[src/rtl/cv32e40p_trace_buffer.sv]
// Multi-channel trace capture buffer: round-robin arbiter feeding one FIFO, stall or drop on full.
// Optional macro CV32E40P_TRACE_TIMESTAMP_EN prepends a 32-bit cycle stamp to each record.
module cv32e40p_trace_buffer #(
  parameter int NUM_CH     = 4,
  parameter int DATA_W     = 64,
  parameter int DEPTH      = 16,
  parameter int STALL_MODE = 1,
  parameter int CNT_W      = 16,
  localparam int CH_W      = (NUM_CH > 1) ? $clog2(NUM_CH) : 1,
  localparam int AW        = $clog2(DEPTH),
`ifdef CV32E40P_TRACE_TIMESTAMP_EN
  localparam int OUT_W     = DATA_W + 32
`else
  localparam int OUT_W     = DATA_W
`endif
) (
  input  logic                     clk_i,
  input  logic                     rst_i,
  input  logic                     enable_i,
  input  logic                     clear_i,
  input  logic [NUM_CH-1:0]        ch_valid_i,
  output logic [NUM_CH-1:0]        ch_ready_o,
  input  logic [NUM_CH*DATA_W-1:0] ch_data_i,
  output logic                     out_valid_o,
  input  logic                     out_ready_i,
  output logic [OUT_W-1:0]         out_data_o,
  output logic [CH_W-1:0]          out_ch_o,
  output logic [AW:0]              level_o,
  output logic [CNT_W-1:0]         drop_cnt_o,
  output logic                     overflow_o
);

  localparam int SW = CNT_W + 5;

  logic [OUT_W-1:0]  mem [DEPTH];
  logic [CH_W-1:0]   ch_mem [DEPTH];
  logic [AW:0]       wptr, rptr;
  logic [CH_W-1:0]   rr_ptr, rr_next, gsel;
  logic              gany, live, full, empty, push, pop, drop;
  logic [SW-1:0]     pc, sum;
  logic [CNT_W-1:0]  drop_nxt;
  logic [OUT_W-1:0]  wr_word;

  assign live  = enable_i && !clear_i && !rst_i;
  assign empty = (wptr == rptr);
  assign full  = (wptr[AW] != rptr[AW]) && (wptr[AW-1:0] == rptr[AW-1:0]);

  // Search starts at the round-robin pointer and wraps around the channel set.
  always_comb begin
    int idx;
    idx     = 0;
    gany    = 1'b0;
    gsel    = '0;
    rr_next = rr_ptr;
    if (live) begin
      for (int i = 0; i < NUM_CH; i++) begin
        idx = (int'(rr_ptr) + i) % NUM_CH;
        if (!gany && ch_valid_i[idx]) begin
          gany = 1'b1;
          gsel = CH_W'(idx);
        end
      end
    end
    if (gany) rr_next = CH_W'((int'(gsel) + 1) % NUM_CH);
  end

  always_comb begin
    ch_ready_o = '0;
    drop       = 1'b0;
    if (STALL_MODE != 0) begin
      if (gany && !full) ch_ready_o[gsel] = 1'b1;
    end else if (full) begin
      if (live) ch_ready_o = ch_valid_i;
      drop = live && (|ch_valid_i);
    end else if (gany) begin
      ch_ready_o[gsel] = 1'b1;
    end
  end

  assign push = gany && !full;
  assign pop  = !empty && out_ready_i && !clear_i;

  always_comb begin
    pc = '0;
    for (int k = 0; k < NUM_CH; k++) pc = pc + SW'(ch_valid_i[k]);
    sum = SW'(drop_cnt_o) + pc;
    if (sum > SW'({CNT_W{1'b1}})) drop_nxt = '1;
    else                          drop_nxt = sum[CNT_W-1:0];
  end

`ifdef CV32E40P_TRACE_TIMESTAMP_EN
  logic [31:0] ts;
  always_ff @(posedge clk_i) begin
    if (rst_i) ts <= '0;
    else       ts <= ts + 32'd1;
  end
  assign wr_word = {ts, ch_data_i[gsel*DATA_W +: DATA_W]};
`else
  assign wr_word = ch_data_i[gsel*DATA_W +: DATA_W];
`endif

  always_ff @(posedge clk_i) begin
    if (push) begin
      mem[wptr[AW-1:0]]    <= wr_word;
      ch_mem[wptr[AW-1:0]] <= gsel;
    end
  end

  always_ff @(posedge clk_i) begin
    if (rst_i || clear_i) begin
      wptr       <= '0;
      rptr       <= '0;
      rr_ptr     <= '0;
      drop_cnt_o <= '0;
      overflow_o <= 1'b0;
    end else begin
      rr_ptr <= rr_next;
      if (push) wptr <= wptr + 1'b1;
      if (pop)  rptr <= rptr + 1'b1;
      if (drop) begin
        drop_cnt_o <= drop_nxt;
        overflow_o <= 1'b1;
      end
    end
  end

  assign out_valid_o = !empty;
  assign out_data_o  = mem[rptr[AW-1:0]];
  assign out_ch_o    = ch_mem[rptr[AW-1:0]];
  assign level_o     = wptr - rptr;

endmodule

[config.mk]
export PLATFORM = sky130hd
export DESIGN_NAME = cv32e40p_trace_buffer
export DESIGN_NICKNAME = d
export VERILOG_FILES = /design/src/rtl/cv32e40p_trace_buffer.sv
export SDC_FILE = /design/constraint.sdc
export NUM_CORES = 1
export LEC_CHECK = 0
export ABC_AREA = 1
export CAP_MARGIN = 10
export CORE_AREA = 2 2 291 293
export CTS_CLUSTER_SIZE = 8
export DETAILED_ROUTE_END_ITERATION = 10
export DIE_AREA = 0 0 293 295
export HOLD_SLACK_MARGIN = 0.15
export PLACE_DENSITY_LB_ADDON = 0.15
export SYNTH_ARGS = -nofsm -noshare
export SYNTH_HDL_FRONTEND = slang
export SYNTH_SLANG_ARGS = --single-unit
[constraint.sdc]
create_clock -name clk_i -period 7.5 [get_ports clk_i]
set_input_delay 0.75 -clock clk_i [delete_from_list [all_inputs] [get_ports clk_i]]
set_output_delay 0.75 -clock clk_i [all_outputs]
set_load 0.01 [all_outputs]
### Yosys cells after proc, flatten, opt, wreduce, memory -nomap -nowiden

Memory sizes are Yosys's and may differ from the RTL's. A register that Yosys moved wholly into a read port is not among the register bits.
Index checks and enable logic that the tools add are counted.

* flip-flop bits (word level): 12
* latch bits: 0
* bits in writable memories: 1056
* ROM bits: 0
* output and inout bits: 93
* memories: 2

* add/sub/neg operators: 7
* multiply operators: 0
* divide/modulo/power cells: 0
* $lt $le $gt $ge: 6
* eq/ne operators: 3
* shift operators: 1
* mux-type cells: 33
* bitwise gates (word level): 3
* reductions and logical operators: 21

Memories
* mem: words 16, width 64, read ports 1, clocked after Yosys merged registers in 1, wr ports 1, line 35 `logic [OUT_W-1:0] mem [DEPTH];`
* ch_mem: words 16, width 2, read ports 1, clocked after Yosys merged registers in 1, wr ports 1, line 36 `logic [CH_W-1:0] ch_mem [DEPTH];`

Operators with widths (count)
* 256-bit by 9-bit variable part select with 64-bit output: 1
* 4-bit two-way mux: 5
* 1-bit two-way mux: 18
* 3-bit by 4-bit < comparator with 1-bit output, second input constant: 3
* 5-bit by 1-bit adder with 5-bit output, second input constant: 2
* 1-bit logical AND: 10
* 2-bit two-way mux: 5
* 1-bit binary-select mux with 2-bit select: 4
* 1-bit logical NOT: 7
* 2-bit by 3-bit < comparator with 1-bit output, second input constant: 2
* 2-bit OR reduction: 3
* 5-bit == test: 1
* 5-bit subtractor: 1
* 2-bit by 1-bit adder with 2-bit output, second input constant: 2
* 2-bit adder, second input constant: 2
* 4-bit == test: 1
* 1-bit AND, first input constant: 3
* 1-bit demux with 2-bit select: 1
* 2-bit by 1-bit greater-or-equal comparator with 1-bit output, second input constant: 1
* 1-bit logical OR: 1
* 1-bit inequality test: 1

### Logic depth before layout (Yosys ltp)

Gate-level depths: netlist of the first run.

* depth in word-level cells: 22
* mapped depth: 18

### Worst setup path before layout of the first run

OpenSTA, ideal clock, no wires.

* path type: input to register
* start: input port clear_i
* end: memory ch_mem[11][0] in the netlist's numbering, enable pin
* setup time: 0.491 ns
* data arrival time: 4.545 ns
* data required time: 7.009 ns
* setup slack: 2.465 ns
* stages: 7
* buffers on the path: 0
* cell sequence: nor2_2 inv_1 nor2_1 nand2_4 nor2_2 nand3_1 nor2_1

* longest elaborated chain between the ends: 7

Ends and longest elaborated chain
* start, declared: line 20 `input logic clear_i,`
* 1-bit logical NOT: line 44 `assign live = enable_i && !clear_i && !rst_i;`
* 1-bit logical AND (2 in a row): line 44
* 1-bit two-way mux: line 55 `if (live) begin`
* 1-bit logical AND: line 80 `assign push = gany && !full;`
* 1-bit two-way mux: line 103 `if (push) begin`
* 1-bit two-way mux (implied by the code): line 105 `ch_mem[wptr[AW-1:0]] <= gsel;`
* end, declared: line 36

Every way passes these cells.

==> results of run 1 <==
## sequential cells by signal, indices dropped and copies added, names as in the netlist, named ones only
name / cells
mem: 1024
ch_mem: 32
rptr: 5
wptr: 5
rr_ptr: 2
## tightest hold or removal path, cell delays in order, from the launching register on
cell and delay (ns):
sky130_fd_sc_hd__dfxtp_1 0.32, sky130_fd_sc_hd__nor2_1 0.10, sky130_fd_sc_hd__nor2_1 0.05
## kinds of logic (layout without fill, tap and decap cells)
kind of cell             Yosys count  count (layout)  synth area share (%)
multiplexers                     264             264                  5.80
XOR/XNOR                           6               6                 0.115
other                              1              17               0.00823
AO/OA/AOI/OAI                    875             875                  11.1
adder cells (fa/ha/maj)           10              10                 0.291
buffers and inverters            549             863                  5.24
AND/OR/NAND/NOR                  831             831                  7.20
flip-flops                      1072            1072                  70.3
## power by group
part	switching, uW	leakage, uW	internal (uW)
clock	2320	0.00201	3710
combinational	438	0.00684	253
sequential	7.40	0.00968	6710
## cell type report
| class | count | area, sq um |
|---|---|---|
| clock buffer | 167 | 4010 |
| tap | 1080 | 1350 |
| clock inverter | 8 | 101 |
| timing repair buffer | 389 | 3900 |
| inverter | 299 | 1140 |
| multi-input combinational | 2003 | 11300 |
| sequential | 1072 | 32000 |
| fill | 6018 | 29300 |
## metal layers
| layer | up-vias | part of all wire (%) | global-route usage (%) |
|---|---|---|---|
| met1 | 14276 | 41 | 39.6 |
| met5 | - | 0.074 | 0 |
| met4 | 14 | 2.9 | 9.97 |
| li1 | 13522 | - | - |
| met3 | 200 | 9.6 | 6.71 |
| met2 | 1418 | 46 | 45.8 |
## placed cells by master (no fill, tap or decap), types with 3 or more instances in the layout
master,count
sky130_fd_sc_hd__nand2_2,3
sky130_fd_sc_hd__clkbuf_1,8
sky130_fd_sc_hd__inv_1,290
sky130_fd_sc_hd__buf_12,10
sky130_fd_sc_hd__nand2_4,4
sky130_fd_sc_hd__clkdlybuf4s50_1,340
sky130_fd_sc_hd__nand2_1,705
sky130_fd_sc_hd__inv_4,3
sky130_fd_sc_hd__dfxtp_1,12
sky130_fd_sc_hd__inv_2,3
sky130_fd_sc_hd__clkbuf_16,159
sky130_fd_sc_hd__nor2_4,17
sky130_fd_sc_hd__a21oi_1,275
sky130_fd_sc_hd__dfxtp_4,4
sky130_fd_sc_hd__nand3_1,83
sky130_fd_sc_hd__edfxtp_1,1056
sky130_fd_sc_hd__ha_1,9
sky130_fd_sc_hd__conb_1,17
sky130_fd_sc_hd__o211ai_1,264
sky130_fd_sc_hd__nor2_1,12
sky130_fd_sc_hd__mux2i_1,264
sky130_fd_sc_hd__xor2_1,4
sky130_fd_sc_hd__o21ai_0,336
sky130_fd_sc_hd__buf_4,39
## through the flow
stage / std cells / util (%) / instance area (sq um)
after CTS: 5018 / 64.8 / 53900
after global placement: 4843 / 59.9 / 49800
after global routing: 5018 / 64.8 / 53900
after floorplan: 3624 / - / 45600
final: 5018 / 64.8 / 53900
after detailed placement: 4843 / 59.9 / 49800
## path summary, 6_finish.rpt
path | end | slack (ns) | depth (start not counted) | from
worst max-delay path | out_data_o[41] | 2.59 | 6 | flop
worst min-delay path | rptr[4] | 0.51 | 2 | rptr[4]
worst max register to register | mem[14][56] | 3.53 | 14 | rr_ptr[0]
worst min register to register | rptr[4] | 0.51 | 2 | rptr[4]
==> impl_metrics.xml, run 1 <==
<?xml version="1.0" encoding="UTF-8"?>
<metrics>
  <group name="outcome">
    <metric name="status" unit="">finished clean</metric>
  </group>
  <group name="power_and_ir_drop">
    <metric name="total_power" unit="uW">13400</metric>
    <metric name="cellLeakagePower" unit="uW">0.0185</metric>
    <metric name="power_per_cell_area" unit="nW/um^2">249</metric>
    <metric name="max-vdd-ir-drop" unit="V">0.000241</metric>
  </group>
  <group name="yosys">
    <metric name="async_reset_ff_share" unit="%">0</metric>
    <metric name="syn_area" unit="sq um">45600</metric>
    <metric name="yosysWarnings" unit="">0</metric>
    <metric name="synth_top_area_cell" unit="">sky130_fd_sc_hd__edfxtp_1</metric>
    <metric name="synth_edf_count" unit="">1056</metric>
    <metric name="synth.top_cells.by_count" unit="">sky130_fd_sc_hd__edfxtp_1, sky130_fd_sc_hd__nand2_1, sky130_fd_sc_hd__o21ai_0, sky130_fd_sc_hd__inv_1, sky130_fd_sc_hd__a21oi_1</metric>
    <metric name="postSynthRegisterBits" unit="">1072</metric>
    <metric name="synth_cells" unit="">3608</metric>
    <metric name="yosysMostFrequentCell" unit="">sky130_fd_sc_hd__edfxtp_1</metric>
    <metric name="fraction_of_post_synthesis_cell_area_in_the_top_cell_type_by_area" unit="%">69.6</metric>
    <metric name="dominantRegCellSynth" unit="">sky130_fd_sc_hd__edfxtp_1</metric>
    <metric name="synth_seq_area_share" unit="%">70.3</metric>
    <metric name="post_synth_main_area_contributors" unit="">sky130_fd_sc_hd__edfxtp_1, sky130_fd_sc_hd__nand2_1, sky130_fd_sc_hd__mux2i_1</metric>
    <metric name="ys_types" unit="">32</metric>
    <metric name="synth.avg_cell_area" unit="sq um">12.6</metric>
  </group>
  <group name="sta">
    <metric name="tightest_slew" unit="ns">1.16</metric>
    <metric name="rsz0062_at_grt" unit="">false</metric>
    <metric name="max_slew_margin" unit="%">23.0</metric>
    <metric name="final.min_clock_period" unit="ns">4.91</metric>
    <metric name="final_critical_path_setup_slack" unit="ns">2.59</metric>
    <metric name="slew_violations" unit="">0</metric>
    <metric name="final.setup_skew" unit="ns">0.0251</metric>
    <metric name="finalHoldWorstSlack" unit="ns">0.509</metric>
    <metric name="final.setup.tns" unit="ns">0</metric>
    <metric name="post-route-period-util" unit="%">65.4</metric>
    <metric name="timing.final.hold_violations" unit="">0</metric>
    <metric name="fmaxAchievable" unit="GHz">0.204</metric>
    <metric name="report.final.setup_viol" unit="">0</metric>
  </group>
  <group name="detailed_routing">
    <metric name="num_vias" unit="">29430</metric>
    <metric name="detail_route.wirelength" unit="mm">125</metric>
    <metric name="post_drt_wl_per_cell" unit="um">24.9</metric>
    <metric name="detailedRoute.firstIterationViolations" unit="">3099</metric>
    <metric name="drt_first_pass_iters" unit="">5</metric>
    <metric name="post-route-drc-count" unit="">0</metric>
    <metric name="detail-route-antenna-nets" unit="">0</metric>
    <metric name="drt-vias-per-instance" unit="">5.86</metric>
  </group>
  <group name="worst_setup_path">
    <metric name="critPathArrivalTime" unit="ns">4.16</metric>
    <metric name="setup.worst_path.class" unit="">flop to primary output</metric>
    <metric name="dominant_delay_contributor_by_cell_family_on_the_critical_path" unit="">buffers and inverters</metric>
    <metric name="crit_slowest_cell" unit="">sky130_fd_sc_hd__buf_4</metric>
    <metric name="crit_path_max_incr_delay" unit="ns">0.79</metric>
    <metric name="startpoint_type" unit="">flop</metric>
    <metric name="cp_cell_sequence" unit="">inv_8 -&gt; buf_4 -&gt; o21ai_0 -&gt; o211ai_1 -&gt; nand2_1 -&gt; clkdlybuf4s50_1</metric>
    <metric name="worstPathBufferInverterCount" unit="">3</metric>
    <metric name="critical_path.endpoint_type" unit="">primary output</metric>
    <metric name="cp_max_fo" unit="">138</metric>
    <metric name="timing.critical_path.required" unit="ns">6.75</metric>
  </group>
  <group name="worst_hold_path">
    <metric name="min_delay_path_class" unit="">flop to flop</metric>
  </group>
  <group name="placement">
    <metric name="port_buffers" unit="">340</metric>
    <metric name="placement.setup.worst_slack" unit="ns">2.94</metric>
    <metric name="gpl.final_weighted_congestion" unit="">0.830</metric>
    <metric name="dpl.hpwl" unit="mm">69.4</metric>
  </group>
  <group name="cts">
    <metric name="cts.root.buffer_cell" unit="">sky130_fd_sc_hd__clkbuf_16</metric>
    <metric name="tritoncts" unit="">done</metric>
    <metric name="htree_num_levels" unit="">4</metric>
    <metric name="hold_buffers" unit="">0</metric>
    <metric name="cts.repair_timing.setup_buffer_count" unit="">0</metric>
    <metric name="clock_sink_count" unit="">1072</metric>
    <metric name="clk_buf_depth" unit="">3</metric>
    <metric name="clock_transition_at_the_register_clock_pins_on_the_worst_setup_and_hold_paths_after_cts" unit="ns">0.05</metric>
    <metric name="tritoncts.num_buffers" unit="">152</metric>
    <metric name="cts_resized" unit="">0</metric>
    <metric name="insertion_delay" unit="ns">0.72</metric>
  </group>
  <group name="floorplan">
    <metric name="placementRows" unit="">106</metric>
    <metric name="die-area" unit="sq um">86400</metric>
    <metric name="chipWidth" unit="um">293</metric>
    <metric name="fp.coreArea" unit="sq um">83200</metric>
    <metric name="starting_density_of_the_core" unit="%">54.8</metric>
    <metric name="fp.dieH" unit="um">295</metric>
    <metric name="floorplan.io_pins" unit="">358</metric>
  </group>
  <group name="grt">
    <metric name="grt_util_all_layers" unit="%">28.9</metric>
    <metric name="grt_antenna_before_repair" unit="">9</metric>
    <metric name="global_route_wire_length_before_repair" unit="mm">182</metric>
    <metric name="grt_total_ovfl" unit="">0</metric>
    <metric name="grt_pass1_vias" unit="">29024</metric>
    <metric name="grt_max_degree" unit="">201</metric>
  </group>
  <group name="finish">
    <metric name="design.final.nets" unit="">4192</metric>
    <metric name="fraction_of_layout_cells_with_a_size_suffix_above_1" unit="%">6.50</metric>
    <metric name="antenna-diode-count" unit="">0</metric>
    <metric name="areaGrowthSynthToFinish" unit="%">18.3</metric>
  </group>
  <group name="run">
    <metric name="max-cap-violations" unit="">0</metric>
  </group>
</metrics>
(Power assumes the default switching activity.)
==> run 2, diff against run 1 <==
CORE_AREA = 2 2 297 299   (was 2 2 291 293)
DIE_AREA = 0 0 299 301   (was 0 0 293 295)
clock period = 4.4 ns   (was 7.5 ns; I/O delays follow)
==> run 2 against run 1 <==
  * Hold slack got worse by 0.16 ns
  * Core utilization fell by 1.4 points
  * Cell count rose by 2.5%
  * Setup slack got worse by 2.1 ns
  * Die area rose by 4.1%
  * Register-to-register slack got worse by 2.6 ns
  * Sequential share of layout area fell by 0.99 points
  * First-iteration DRC count fell by 9.6%
  * Clock power rose by 71%
  * Largest power group unchanged
==> impl_metrics.xml, run 2 (same netlist as run 1, synthesis figures left out) <==
<?xml version="1.0" encoding="UTF-8"?>
<metrics>
  <group name="placement">
    <metric name="dpl.cell_count" unit="">4967</metric>
    <metric name="dpl.hpwl" unit="mm">71.9</metric>
    <metric name="port_buffers" unit="">340</metric>
    <metric name="gpl.final_weighted_congestion" unit="">0.904</metric>
    <metric name="placed_cell_area" unit="sq um">50700</metric>
  </group>
  <group name="sta">
    <metric name="final.setup.tns" unit="ns">0</metric>
    <metric name="timing.final.hold_violations" unit="">0</metric>
    <metric name="rsz0062_at_grt" unit="">false</metric>
    <metric name="fmaxAchievable" unit="GHz">0.256</metric>
    <metric name="final.min_clock_period" unit="ns">3.90</metric>
    <metric name="slew_violations" unit="">0</metric>
    <metric name="max_slew_margin" unit="%">44.4</metric>
    <metric name="report.final.setup_viol" unit="">0</metric>
    <metric name="post-route-period-util" unit="%">88.6</metric>
    <metric name="final.setup_skew" unit="ns">0.0264</metric>
    <metric name="tightest_slew" unit="ns">0.835</metric>
  </group>
  <group name="detailed_routing">
    <metric name="num_vias" unit="">29625</metric>
    <metric name="maxUsedRoutingLayer" unit="">met5</metric>
    <metric name="detailedRoute.firstIterationViolations" unit="">2803</metric>
    <metric name="detailed_routing_wirelength_on_met1" unit="mm">51.3</metric>
    <metric name="detail_route.wirelength" unit="mm">124</metric>
    <metric name="post_drt_wl_per_cell" unit="um">24.0</metric>
    <metric name="detail-route-antenna-nets" unit="">0</metric>
    <metric name="post-route-drc-count" unit="">0</metric>
    <metric name="route.met3.wl" unit="mm">10.6</metric>
    <metric name="met2_wirelength" unit="mm">57.6</metric>
    <metric name="drt-vias-per-instance" unit="">5.76</metric>
    <metric name="drt_first_pass_iters" unit="">5</metric>
  </group>
  <group name="finish">
    <metric name="fraction_of_layout_cells_with_a_size_suffix_above_1" unit="%">7.65</metric>
    <metric name="areaGrowthSynthToFinish" unit="%">20.3</metric>
    <metric name="most_common_library_cell_in_the_layout_ignoring_fill_and_taps" unit="">sky130_fd_sc_hd__edfxtp_1</metric>
    <metric name="layout_common_cells" unit="">sky130_fd_sc_hd__edfxtp_1, sky130_fd_sc_hd__nand2_1, sky130_fd_sc_hd__clkdlybuf4s50_1</metric>
    <metric name="fin_cells" unit="">5143</metric>
    <metric name="fillerInstances" unit="">6546</metric>
    <metric name="final_area" unit="sq um">54800</metric>
    <metric name="largest_register_ffs" unit="">1024</metric>
    <metric name="design.final.nets" unit="">4240</metric>
  </group>
  <group name="cts">
    <metric name="cts.repair_timing.setup_buffer_count" unit="">0</metric>
    <metric name="insertion_delay" unit="ns">0.73</metric>
    <metric name="tritoncts.num_buffers" unit="">151</metric>
    <metric name="clock_sink_count" unit="">1072</metric>
    <metric name="htree_num_levels" unit="">4</metric>
    <metric name="clock_transition_at_the_register_clock_pins_on_the_worst_setup_and_hold_paths_after_cts" unit="ns">0.05</metric>
    <metric name="hold_buffers" unit="">0</metric>
    <metric name="tritoncts" unit="">done</metric>
    <metric name="cts.root.buffer_cell" unit="">sky130_fd_sc_hd__clkbuf_16</metric>
    <metric name="cts_resized" unit="">0</metric>
    <metric name="clk_buf_depth" unit="">3</metric>
  </group>
  <group name="grt">
    <metric name="grt_antenna_before_repair" unit="">5</metric>
    <metric name="grt_util_all_layers" unit="%">27.4</metric>
    <metric name="grt_total_ovfl" unit="">0</metric>
    <metric name="grt_pass1_vias" unit="">29299</metric>
    <metric name="global_route_wire_length_before_repair" unit="mm">182</metric>
    <metric name="grt_max_degree" unit="">133</metric>
  </group>
  <group name="worst_setup_path">
    <metric name="worstPathBufferInverterCount" unit="">2</metric>
    <metric name="dominant_delay_contributor_by_cell_family_on_the_critical_path" unit="">buffers and inverters</metric>
    <metric name="critical_path.endpoint_type" unit="">primary output</metric>
    <metric name="timing.reg2reg.worst_path_depth" unit="">15</metric>
    <metric name="cp_max_fo" unit="">132</metric>
    <metric name="reg2reg_to" unit="">mem[14][56]</metric>
    <metric name="rrSetupSlack" unit="ns">0.97</metric>
    <metric name="cp_cell_sequence" unit="">buf_12 -&gt; a21oi_1 -&gt; o21ai_0 -&gt; o21ai_0 -&gt; o211ai_1 -&gt; nand2_1 -&gt; clkdlybuf4s50_1</metric>
    <metric name="startpoint_type" unit="">flop</metric>
    <metric name="setup.worst_path.class" unit="">flop to primary output</metric>
    <metric name="timing.critical_path.required" unit="ns">3.96</metric>
    <metric name="crit_path_frequent_cell" unit="">sky130_fd_sc_hd__o21ai_0</metric>
    <metric name="critPathArrivalTime" unit="ns">3.46</metric>
    <metric name="crit_slowest_cell" unit="">sky130_fd_sc_hd__dfxtp_4</metric>
    <metric name="crit_path_max_incr_delay" unit="ns">0.70</metric>
    <metric name="critical_path.reg2reg.startpoint" unit="">rr_ptr[0]</metric>
  </group>
  <group name="floorplan">
    <metric name="starting_density_of_the_core" unit="%">52.7</metric>
    <metric name="fp.dieH" unit="um">301</metric>
    <metric name="placementRows" unit="">108</metric>
    <metric name="fp.coreArea" unit="sq um">86500</metric>
    <metric name="die-area" unit="sq um">90000</metric>
    <metric name="chipWidth" unit="um">299</metric>
    <metric name="floorplan.io_pins" unit="">358</metric>
  </group>
  <group name="power_and_ir_drop">
    <metric name="total_power" unit="uW">22900</metric>
    <metric name="cellLeakagePower" unit="uW">0.0189</metric>
    <metric name="max-vdd-ir-drop" unit="V">0.000442</metric>
    <metric name="power_per_cell_area" unit="nW/um^2">418</metric>
  </group>
  <group name="worst_hold_path">
    <metric name="whs_path_depth" unit="">3</metric>
    <metric name="hp-start" unit="">out_ready_i</metric>
    <metric name="min_delay_path_class" unit="">input port to flop</metric>
  </group>
  <group name="outcome">
    <metric name="status" unit="">finished clean</metric>
  </group>
  <group name="run">
    <metric name="max-cap-violations" unit="">0</metric>
  </group>
</metrics>
==> run 2: cell count changes in the layout (fill, tap and decap cells not counted), sizes merged <==
cell	before	now
diode	0	3
inv	301	304
clkbuf	167	162
clkinvlp	1	0
clkinv	5	6
buf	49	98
==> run 2: worst max path at each step <==
stage          cells past startpoint  slack (ns)     startpoint             end
6_report                           7        0.50           flop  out_data_o[11]
5_1_grt                           11        0.26      rr_ptr[0]   ch_ready_o[0]
4_1_cts                            7        0.46           flop  out_data_o[11]
3_5_place_dp                      15        0.81  ch_valid_i[3]      mem[7][32]
3_3_place_gp                      15        0.75  ch_valid_i[1]      mem[1][58]
2_1_floorplan                      7       -0.33        clear_i   ch_mem[11][0]
==> run 2: layout make-up <==
type / count / area [sq um] / share of cell area [%]
Tap cell: 1155 / 1450 / 2.64
Multi-Input combinational cell: 2003 / 11300 / 20.7
Inverter: 299 / 1140 / 2.08
Timing Repair Buffer: 438 / 4710 / 8.60
Clock buffer: 162 / 3910 / 7.13
Sequential cell: 1072 / 32000 / 58.5
Antenna cell: 3 / 7.51 / 0.0137
Clock inverter: 11 / 196 / 0.358
==> run 2: layer usage <==
metal  GRT usage (%)  vias up
met4            10.8        4
met2            43.7     1306
met1            37.1    14452
met5               0        -
met3            5.92      229
li1                -    13634
==> run 2: worst register-to-register path: stages (launching register included) <==
cell	delay, ns
sky130_fd_sc_hd__dfxtp_1	0.59
sky130_fd_sc_hd__inv_4	0.13
sky130_fd_sc_hd__nand2_2	0.11
sky130_fd_sc_hd__nand2_4	0.07
sky130_fd_sc_hd__nand2_1	0.08
sky130_fd_sc_hd__clkinv_1	0.08
sky130_fd_sc_hd__nor2_1	0.12
sky130_fd_sc_hd__nand3_2	0.10
sky130_fd_sc_hd__nand2_4	0.11
sky130_fd_sc_hd__inv_2	0.05
sky130_fd_sc_hd__nand2_4	0.19
sky130_fd_sc_hd__buf_4	0.62
sky130_fd_sc_hd__nand2_1	0.15
sky130_fd_sc_hd__nand2_1	0.09
sky130_fd_sc_hd__nand2_1	0.05
sky130_fd_sc_hd__nand2_1	0.56
==> run 2: power by group <==
part | internal [uW] | total [uW] | switching, uW | leakage (uW)
combinational | 444 | 1180 | 736 | 0.00720
sequential | 11400 | 11400 | 13.9 | 0.00968
clock | 6220 | 10300 | 4040 | 0.00201
total | 18100 | 22900 | 4790 | 0.0189
==> run 2: per-stage QoR <==
step           worst slack (ns)  hold slack [ns]  utilization, %
2_1_floorplan            -0.325            0.470               -
3_3_place_gp              0.754            0.489            58.6
3_5_place_dp              0.811            0.488            58.6
4_1_cts                   0.455            0.305            63.4
5_1_grt                   0.257            0.350            63.4
6_report                  0.500            0.349            63.4
